**config.mk**
```make
export PLATFORM = sky130hd
export DESIGN_NAME = fetch_stage
export DESIGN_NICKNAME = d
export VERILOG_FILES = /design/src/rtl/rv32i_pkg.sv /design/src/rtl/fetch_fifo.sv /design/src/rtl/fetch_stage.sv
export SDC_FILE = /design/constraint.sdc
export NUM_CORES = 1
export LEC_CHECK = 0
export CAP_MARGIN = 40
export CORE_UTILIZATION = 55
export CTS_CLUSTER_DIAMETER = 80
export CTS_CLUSTER_SIZE = 28
export DETAILED_ROUTE_END_ITERATION = 12
export PLACE_DENSITY = 0.92
export SYNTH_ARGS = -nofsm -noshare
export SYNTH_HDL_FRONTEND = slang
export SYNTH_SLANG_ARGS = --single-unit
```
**constraint.sdc**
```tcl
create_clock -name clk -period 5.5 [get_ports clk]
set_input_delay 0.825 -clock clk [delete_from_list [all_inputs] [get_ports clk]]
set_output_delay 0.825 -clock clk [all_outputs]
set_load 0.01 [all_outputs]
```
**src/rtl/rv32i_pkg.sv**
```systemverilog
// Shared RV32I definitions used by the fetch stage and the decode control unit.
package rv32i_pkg;

    localparam int XLEN = 32;

    // addi x0, x0, 0: what the IF/ID boundary shows before anything real is fetched
    localparam logic [31:0] NOP_INSTR = 32'h0000_0013;

    // Major opcodes (instr[6:0]); decode drives its control decoder from these
    typedef enum logic [6:0] {
        OP_LOAD     = 7'b0000011,
        OP_MISC_MEM = 7'b0001111,
        OP_IMM      = 7'b0010011,
        OP_AUIPC    = 7'b0010111,
        OP_STORE    = 7'b0100011,
        OP_REG      = 7'b0110011,
        OP_LUI      = 7'b0110111,
        OP_BRANCH   = 7'b1100011,
        OP_JALR     = 7'b1100111,
        OP_JAL      = 7'b1101111,
        OP_SYSTEM   = 7'b1110011
    } opcode_e;

    // One buffered fetch: the instruction word and the address it came from
    typedef struct packed {
        logic [XLEN-1:0] pc;
        logic [31:0]     instr;
    } fetch_entry_t;

    // Opcode field of an instruction word
    function automatic logic [6:0] opcode_of(input logic [31:0] instr);
        return instr[6:0];
    endfunction

endpackage

```
**src/rtl/fetch_fifo.sv**
```systemverilog
// Small circular FIFO holding fetched {pc, instr} entries between imem and decode.
// A synchronous clear drops everything (wrong-path flush) and wins over push/pop.
module fetch_fifo
#(
    parameter int DEPTH = 2
)(
    input  logic                          clk,
    input  logic                          rst_n,
    input  logic                          push_i,
    input  rv32i_pkg::fetch_entry_t       entry_i,
    input  logic                          pop_i,
    input  logic                          clear_i,
    output logic [$clog2(DEPTH+1)-1:0]    count_o,
    output rv32i_pkg::fetch_entry_t       head_o
);

    import rv32i_pkg::*;

    localparam int PW = (DEPTH > 1) ? $clog2(DEPTH) : 1;
    localparam int CW = $clog2(DEPTH + 1);

    fetch_entry_t  mem_q [DEPTH];
    logic [PW-1:0] rd_ptr_q, rd_ptr_d;
    logic [PW-1:0] wr_ptr_q, wr_ptr_d;
    logic [CW-1:0] count_q, count_d;
    logic          do_push, do_pop, full;

    // Advance a pointer, wrapping after the last slot (DEPTH need not be a power of two)
    function automatic logic [PW-1:0] ptr_inc(input logic [PW-1:0] p);
        return (p == PW'(DEPTH - 1)) ? '0 : p + PW'(1);
    endfunction

    assign full    = (count_q == CW'(DEPTH));
    assign do_pop  = pop_i & ~clear_i & (count_q != '0);
    assign do_push = push_i & ~clear_i & (~full | do_pop);

    // Pointer and occupancy next-state; a full FIFO may push and pop together
    always_comb begin
        rd_ptr_d = rd_ptr_q;
        wr_ptr_d = wr_ptr_q;
        count_d  = count_q;
        if (clear_i) begin
            rd_ptr_d = '0;
            wr_ptr_d = '0;
            count_d  = '0;
        end else begin
            if (do_pop) begin
                rd_ptr_d = ptr_inc(rd_ptr_q);
            end
            if (do_push) begin
                wr_ptr_d = ptr_inc(wr_ptr_q);
            end
            count_d = count_q + CW'(do_push) - CW'(do_pop);
        end
    end

    // Pointer/count registers
    always_ff @(posedge clk or negedge rst_n) begin
        if (!rst_n) begin
            rd_ptr_q <= '0;
            wr_ptr_q <= '0;
            count_q  <= '0;
        end else begin
            rd_ptr_q <= rd_ptr_d;
            wr_ptr_q <= wr_ptr_d;
            count_q  <= count_d;
        end
    end

    // Entry storage; reset to a NOP at pc 0 so the idle boundary shows NOP/0/4
    always_ff @(posedge clk or negedge rst_n) begin
        if (!rst_n) begin
            for (int i = 0; i < DEPTH; i++) begin
                mem_q[i] <= '{pc: '0, instr: NOP_INSTR};
            end
        end else if (do_push) begin
            mem_q[wr_ptr_q] <= entry_i;
        end
    end

    assign count_o = count_q;
    assign head_o  = mem_q[rd_ptr_q];

    // The fetch stage must never ask to push into a full FIFO that is not draining
    a_no_overflow: assert property (@(posedge clk) disable iff (!rst_n)
        !(push_i && !clear_i && full && !do_pop));

    // Decode only pops when an entry is visible
    a_no_underflow: assert property (@(posedge clk) disable iff (!rst_n)
        !(pop_i && !clear_i && count_q == '0));

endmodule

```
**src/rtl/fetch_stage.sv**
```systemverilog
// IF stage of the 5-stage RV32I pipeline: owns the PC, issues reads to a
// 1-cycle synchronous imem, buffers responses and hands {instr, pc, pc+4}
// to decode over valid/ready. EX redirects flush the wrong path.
// XLEN should match rv32i_pkg::XLEN, which sizes the buffered entries.
module fetch_stage
#(
    parameter int              XLEN     = 32,
    parameter logic [XLEN-1:0] RESET_PC = 32'h0000_0000,
    parameter int              DEPTH    = 2
)(
    input  logic            clk,
    input  logic            rst_n,
    output logic            imem_req,
    output logic [XLEN-1:0] imem_addr,
    input  logic [31:0]     imem_rdata,
    input  logic            redirect_valid,
    input  logic [XLEN-1:0] redirect_pc,
    input  logic            id_ready,
    output logic            id_valid,
    output logic [31:0]     id_instr,
    output logic [6:0]      id_opcode,
    output logic [XLEN-1:0] id_pc,
    output logic [XLEN-1:0] id_pc_plus4
);

    import rv32i_pkg::*;

    localparam int CW = $clog2(DEPTH + 1);
    localparam int OW = CW + 1;

    logic [XLEN-1:0] pc_q, pc_d;
    logic [XLEN-1:0] req_pc_q, req_pc_d;
    logic            inflight_q, inflight_d;
    logic            kill_q, kill_d;

    logic [CW-1:0]   count;
    fetch_entry_t    head, push_entry;
    logic            valid, pop, push, issue;
    logic [OW-1:0]   occupancy;

    // A redirect hides the current head and blocks the handshake for this cycle
    assign valid = (count != '0) & ~redirect_valid;
    assign pop   = valid & id_ready;

    // Slots that will be taken after this edge: buffered + in flight - leaving now.
    // Counting the pop here is what lets a full FIFO keep one fetch per cycle,
    // and it is why id_ready reaches imem_req combinationally.
    assign occupancy = OW'(count) + OW'(inflight_q) - OW'(pop);

    // rst_n gates the request so it drops the instant reset asserts
    assign issue = rst_n & ~redirect_valid & (occupancy < OW'(DEPTH));

    // Response for last cycle's request, unless it belongs to a flushed path
    assign push       = inflight_q & ~kill_q;
    assign push_entry = '{pc: req_pc_q, instr: imem_rdata};

    // PC and in-flight tracking next-state; redirect overrides issue
    always_comb begin
        pc_d       = pc_q;
        req_pc_d   = req_pc_q;
        inflight_d = issue;
        kill_d     = 1'b0;
        if (redirect_valid) begin
            pc_d   = redirect_pc & ~XLEN'(3);
            kill_d = inflight_q;
        end else if (issue) begin
            pc_d     = pc_q + XLEN'(4);
            req_pc_d = pc_q;
        end
    end

    // PC, in-flight request address and flush flags
    always_ff @(posedge clk or negedge rst_n) begin
        if (!rst_n) begin
            pc_q       <= RESET_PC;
            req_pc_q   <= '0;
            inflight_q <= 1'b0;
            kill_q     <= 1'b0;
        end else begin
            pc_q       <= pc_d;
            req_pc_q   <= req_pc_d;
            inflight_q <= inflight_d;
            kill_q     <= kill_d;
        end
    end

    fetch_fifo #(
        .DEPTH (DEPTH)
    ) u_fifo (
        .clk     (clk),
        .rst_n   (rst_n),
        .push_i  (push),
        .entry_i (push_entry),
        .pop_i   (pop),
        .clear_i (redirect_valid),
        .count_o (count),
        .head_o  (head)
    );

    assign imem_req    = issue;
    assign imem_addr   = pc_q;
    assign id_valid    = valid;
    assign id_instr    = head.instr;
    assign id_opcode   = opcode_of(head.instr);
    assign id_pc       = head.pc;
    assign id_pc_plus4 = head.pc + XLEN'(4);

endmodule

```
==> results of run 1 <==
==> critical path: cells and delay by family (launching register included) <==
family	cells	cell delay [ps]
compound gates	1	380
xor+xnor	1	200
buf+inv	2	1100
flops	1	540
simple gates	3	990
==> registers in the layout (all words and copies together) (netlist names) <==
signal and count:
u_fifo.mem_q 124, imem_addr 30, req_pc_q 30, u_fifo.count_o 2, inflight_q 1, kill_q 1
u_fifo.rd_ptr_q 1, u_fifo.wr_ptr_q 1
==> power groups by stage <==
stage	combinational, mW	sequential, mW	clock (mW)
floorplan	1.39	2.23	0
global placement	2.43	2.33	0
detailed placement	2.50	2.37	0
CTS	2.52	2.35	1.33
global route	2.68	2.43	1.38
finish	2.50	2.36	1.31
==> logic make-up after synthesis <==
kind of cell,Yosys count
adder cells (fa/ha/maj),6
XOR/XNOR,32
AO/OA/AOI/OAI,82
multiplexers,186
AND/OR/NAND/NOR,273
buffers and inverters,79
other,1
flip-flops,190
==> final cells by class <==
type	count	area, um^2
multi-input combinational	585	4417
clock buffer	19	442.9
sequential	190	4766
tap	220	275.3
clock inverter	13	186.4
timing repair buffer	210	2101
inverter	21	78.83
fill	1167	4493
==> final timing paths <==
path / start / endpoint / slack [ps] / depth (start not counted)
max: u_fifo.rd_ptr_q / id_pc_plus4[31] / 1020 / 7
min: rst_n / u_fifo.mem_q[92] / 460 / 1
max reg2reg: u_fifo.count_o[1] / imem_addr[22] / 1770 / 13
min reg2reg: u_fifo.mem_q[127] / u_fifo.mem_q[127] / 500 / 1
max in group asynchronous: rst_n / u_fifo.mem_q[37] / 3250 / 3
min in group clk: u_fifo.mem_q[127] / u_fifo.mem_q[127] / 500 / 1
==> per-layer routing <==
metal / part of all wire [%] / vias to the layer above / track usage, %
met3: 5.3 / 28 / 4.186
met1: 45 / 3579 / 36.25
met4: 1.4 / 0 / 8.018
met5: 0 / - / 0
met2: 49 / 287 / 44.62
li1: - / 3335 / -
==> synth_stat cells (7+ instances only) <==
cell	instances	share of area, %
mux2_2	172	20
nor2_1	19	0.75
clkbuf_1	18	0.71
a221o_1	9	0.94
dfrtp_1	184	48
xor2_1	8	0.73
nor4_1	7	0.46
nand4_1	16	1.0
mux2i_1	14	1.5
buf_4	14	1.1
nor3_1	10	0.52
xnor2_1	24	2.2
nand2_1	132	5.2
a21oi_1	9	0.47
o21ai_0	27	1.4
buf_2	18	0.94
and2_1	10	0.66
nand3_1	27	1.4
nand2b_1	10	0.66
nor2b_1	7	0.46
inv_1	20	0.79
==> through the flow <==
step / std cells / utilization [%]
floorplan: 854 / -
global placement: 1223 / 69.20
detailed placement: 1225 / 69.41
CTS: 1257 / 73.16
global route: 1258 / 73.19
finish: 1258 / 73.19
==> reports/metrics.csv, run 1 <==
stage;metric;value;unit
run_status;status;completed;
power_and_ir_drop;switching_share;32.40;%
synth;synth_compound_area_share;6.102;%
power_and_ir_drop;leakage;5.388;nW
cts;path_clk_slew;70;ps
synth;synthCells;849;
critical_path;arrival;3660;ps
cts;clk_latency;430;ps
synth;synth_area_per_cell;11.23;um^2
sta;hold_violations;0;
die;die_x;133.7;um
critical_path;path_cells;buf_4 > nand4_1 > a21oi_2 > nand4_2 > nor4_2 > xor2_1 > clkdlybuf4s50_1;
layout;syn2layout_area_growth;28.64;%
drt;first_pass_iters;5;
die;core-area;16760;um^2
synth;synthMuxAreaShare;21.78;%
worst_hold_path;hp-class;in2async;
drt;drtIter0Drc;554;
sta;setup_viol;0;
sta;worst_slew_pin_slew;866.8;ps
die;die_height;133.7;um
global_route;antenna_found_initial;0;
synth;ys_seq_area_share;49.94;%
sta;fin_ws;1015;ps
power_and_ir_drop;power.switching;1.998;mW
placed_design;gp_congestion;0.8733;
cts;cts_htree_levels;4;
drt;via_per_inst;5.746;
placed_design;hpwlAfterDp;16200;um
critical_path;end_kind;primary output;
die;pin_count;205;
sta;skew;6.387;ps
die;initial_core_util;56.89;%
synth;yosys.area_share.xor_xnor;2.939;%
layout;antenna_cells;0;
drt;wire_per_inst;18.33;um
layout;final_common_cell;clkdlybuf4s50_1;
synth;ys_types;60;
sta;max_freq;0.2230;GHz
critical_path;startpoint_type;register;
placed_design;io_buffers;196;
critical_path;path_class;reg2out;
placed_design;place_area;11630;um^2
cts;cts_buffers;17;
layout;drive_gt1_share;23.31;%
sta;setup_tns;0;ps
critical_path;crit_required;4680;ps
power_and_ir_drop;seqPwrFrac;38.3;%
synth;ys_seq_elements;190;
layout;final_cell_mix;clkdlybuf4s50_1, dfrtp_1, mux2_2, nand2_1;
sta;rsz0062_at_grt;false;
cts;cts_sinks;190;
drt;vias;7229;
drt;ant_nets;0;
cts;cts_setup_buffers;0;
synth;synth-simple-area-share;14.28;%
critical_path;max_stage_delay;600;ps
power_and_ir_drop;internal-power;4.170;mW
drt;drc;0;
cts;post_cts_resized;0;
run;drv_cap;0;
power_and_ir_drop;power_frac_comb;40.5;%
synth;synth_area;9535;um^2
power_and_ir_drop;power.density;502.8;nW/um^2
synth;synth-adder-area-share;0.8660;%
sta;slew-limit-headroom;41.68;%
layout;fin_nets;1099;
cts;clk_path_buf_depth;2;
placed_design;place_ws;1055;ps
power_and_ir_drop;power_frac_clock;21.2;%
global_route;grt_use_total;26.80;%
cts;cts_tree;built;
layout;final_area;12270;um^2
synth;synth_edf_count;0;
sta;hold_ws;456.2;ps
sta;fin_crit_sh;81.54;%
sta;period_minus_slack;4485;ps
sta;drv_slew;0;
synth;yosys_warnings;0;
synth;synthFlopType;dfrtp_1;
power_and_ir_drop;ir_worst_vdd;0.2659;mV
synth;ys_async_sr_fraction;100.0;%
die;die_area;17870;um^2
global_route;grt_pass1_wl;37430;um
global_route;grt_max_degree;98;
critical_path;critPathMaxFanout;46;
synth;synth_top_family_by_area;multiplexers;
global_route;gr-total-overflow;0;
drt;wl;23060;um
critical_path;slowest_stage;clkdlybuf4s50_1;
cts;root_buffer;clkbuf_16;
power_and_ir_drop;power;6.168;mW
die;num_rows;47;
cts;postCtsHoldBufs;0;
global_route;first_global_vias;7201;
Power figures use the tool's default switching activity.
==> run 2, diff against run 1 <==
- CORE_UTILIZATION: 55 -> 46
- PLACE_DENSITY: 0.92 -> 0.82
- clock period: 5.5 -> 3.8 ns (I/O delays scaled with it)
==> reports/metrics.csv, run 2 (synthesis results as in run 1) <==
stage;metric;value;unit;change
run_status;status;completed;;
sta;period_minus_slack;3679;ps;
layout;fill_cells;1665;;+43%
die;core-area;20300;um^2;+21%
die;die_height;146.0;um;+9.2%
die;die_area;21310;um^2;+19%
die;num_rows;52;;+11%
power_and_ir_drop;internal-power;5.944;mW;+43%
sta;hold_violations;0;;unchanged
placed_design;place_ws;-158.5;ps;-1213 ps
layout;final_common_cell;clkdlybuf4s50_1;;
layout;regMostFlops;u_fifo.mem_q;;
critical_path;cp-startpoint;redirect_valid;;
power_and_ir_drop;leakage;5.527;nW;+2.6%
sta;max_freq;0.2718;GHz;
die;initial_core_util;46.97;%;-9.9 points
power_and_ir_drop;switching_share;32.63;%;+0.24 points
layout;antenna_cells;0;;unchanged
critical_path;startpoint_type;input pin;;
drt;drc;0;;unchanged
placed_design;hpwlAfterDp;16390;um;+1.2%
critical_path;max_stage_delay;480;ps;-120 ps
power_and_ir_drop;seqPwrFrac;38.5;%;+0.2 points
power_and_ir_drop;power.switching;2.880;mW;+44%
layout;final_cell_mix;clkdlybuf4s50_1, dfrtp_1, mux2_2, nand2_1;;
drt;wl;23060;um;about the same
run;drv_cap;0;;unchanged
layout;drive_gt1_share;24.67;%;+1.4 points
sta;slew-limit-headroom;39.18;%;-2.5 points
critical_path;critPathTopFamily;buffers and inverters;;
sta;fin_crit_sh;96.81;%;
cts;root_buffer;clkbuf_16;;
drt;via_per_inst;5.419;;-5.7%
critical_path;rrSetupSlack;350;ps;-1420 ps
power_and_ir_drop;power_frac_comb;41.3;%;+0.8 points
layout;largest_reg_flops;124;;unchanged
critical_path;path_cells;clkdlybuf4s50_1 > nor2_1 > and2_1 > ha_1 > nand2b_1 > fa_1 > xor2_1 > or3_2 > inv_2 > dlygate4sd2_1;;
critical_path;arrival;3110;ps;-550 ps
critical_path;slowest_stage;clkdlybuf4s50_1;;
layout;fin_nets;1115;;+1.5%
critical_path;crit_path_end;imem_req;;
global_route;grt_use_total;22.28;%;-4.5 points
worst_hold_path;hp-class;in2async;;
critical_path;reg2reg_depth;12;;-1
drt;ant_nets;0;;unchanged
cts;clk_latency;430;ps;about the same
sta;setup_viol;0;;unchanged
drt;first_pass_iters;5;;unchanged
sta;worst_slew_pin_slew;904.0;ps;+37.21 ps
power_and_ir_drop;power.density;707.8;nW/um^2;+41%
die;die_x;146.0;um;+9.2%
critical_path;crit_cells;10;;+3
global_route;gr-total-overflow;0;;unchanged
sta;fin_ws;121.2;ps;-893.9 ps
global_route;first_global_vias;7081;;-1.7%
power_and_ir_drop;ir_worst_vdd;0.3411;mV;+28%
global_route;antenna_found_initial;0;;unchanged
cts;cts_tree;built;;
placed_design;gp_congestion;0.8323;;-4.7%
critical_path;end_kind;primary output;;
layout;syn2layout_area_growth;30.74;%;
critical_path;r2r_start;u_fifo.count_o[1];;
critical_path;path_class;in2out;;
cts;cts_sinks;190;;unchanged
drt;wire_per_inst;17.42;um;-4.9%
drt;drtIter0Drc;401;;-28%
sta;rsz0062_at_grt;true;;
die;pin_count;205;;unchanged
global_route;grt_max_degree;65;;-34%
critical_path;cp_num_buf_inv;3;;+1
sta;skew;6.232;ps;-0.1551 ps
cts;clk_path_buf_depth;2;;unchanged
critical_path;crit_required;3230;ps;-1450 ps
global_route;grt_pass1_wl;37630;um;+0.52%
critical_path;rr_endpoint;imem_addr[16];;
cts;cts_buffers;17;;unchanged
cts;cts_htree_levels;4;;unchanged
power_and_ir_drop;power_frac_clock;20.2;%;-1.0 points
critical_path;critPathMaxFanout;3;;-93%
cts;path_clk_slew;70;ps;about the same
sta;hold_ws;364.1;ps;-92.05 ps
drt;vias;7175;;-0.75%
sta;drv_slew;0;;unchanged
placed_design;io_buffers;196;;unchanged
-- run 2: area by class of cell --
| cell class | instances | area (um^2) | area share (%) |
|---|---|---|---|
| inverters | 21 | 78.83 | 0.6323 |
| multi-input cells | 585 | 4458 | 35.76 |
| flip-flops and latches | 190 | 4766 | 38.23 |
| clock inverters | 11 | 132.6 | 1.064 |
| repair buffers | 226 | 2233 | 17.91 |
| well taps | 270 | 337.8 | 2.710 |
| clock buffers | 21 | 460.4 | 3.693 |
-- run 2: through the flow --
stage                     TNS, ps  utilization (%)  std cells  cell area (um^2)  power (mW)
after floorplan                 0                -        854              9554       5.230
after global routing       -65.40            61.42       1324             12470       9.323
after CTS                  -46.30            61.13       1319             12410       8.877
after global placement     -372.0            57.88       1284             11750       6.918
after detailed placement   -814.1            58.09       1287             11790       7.071
final                           0            61.42       1324             12470       8.824
-- run 2: power by group through the flow --
stage	Sequential [mW]	Combinational, mW	Clock [mW]
after floorplan	3.22	2.01	0
after global placement	3.37	3.55	0
after detailed placement	3.43	3.64	0
after CTS	3.39	3.67	1.82
after global routing	3.51	3.91	1.91
final	3.40	3.65	1.78
-- run 2: worst min-delay path by stage --
stage / to / depth (start not counted) / slack, ps / start
floorplan: imem_addr[10] / 0 / 270 / rst_n
global placement: u_fifo.mem_q[18] / 1 / 480 / u_fifo.mem_q[18]
detailed placement: req_pc_q[26] / 2 / 480 / req_pc_q[26]
CTS: u_fifo.mem_q[2] / 2 / 380 / rst_n
global route: u_fifo.mem_q[59] / 2 / 420 / rst_n
finish: u_fifo.mem_q[59] / 2 / 360 / rst_n
-- run 2: routing by layer --
layer	vias to the layer above	GRT usage, %	wire length (um)
met5	-	0	0
met4	0	6.250	270
met3	21	4.107	1396
met2	281	34.35	10630
met1	3498	32.17	10770
li1	3375	-	-
-- run 2: timing repair --
action                                  in CTS  in global routing
setup buffers                                0                  5
pin swaps                                    0                  3
hold buffers                                 0                  0
gates resized for setup                      6                  5
endpoints found under the setup margin       9                 16
-- run 2: worst reg2reg max path: stages, from the launching register on --
cell      delay, ps
dfrtp_1         470
nor2_1          140
nor2_1           60
and2_1          170
ha_1            260
nand2b_1        150
fa_1            370
xor2_1          150
or3_2           480
buf_4           330
nand2b_1        310
o21ai_0         140
a221o_1         320
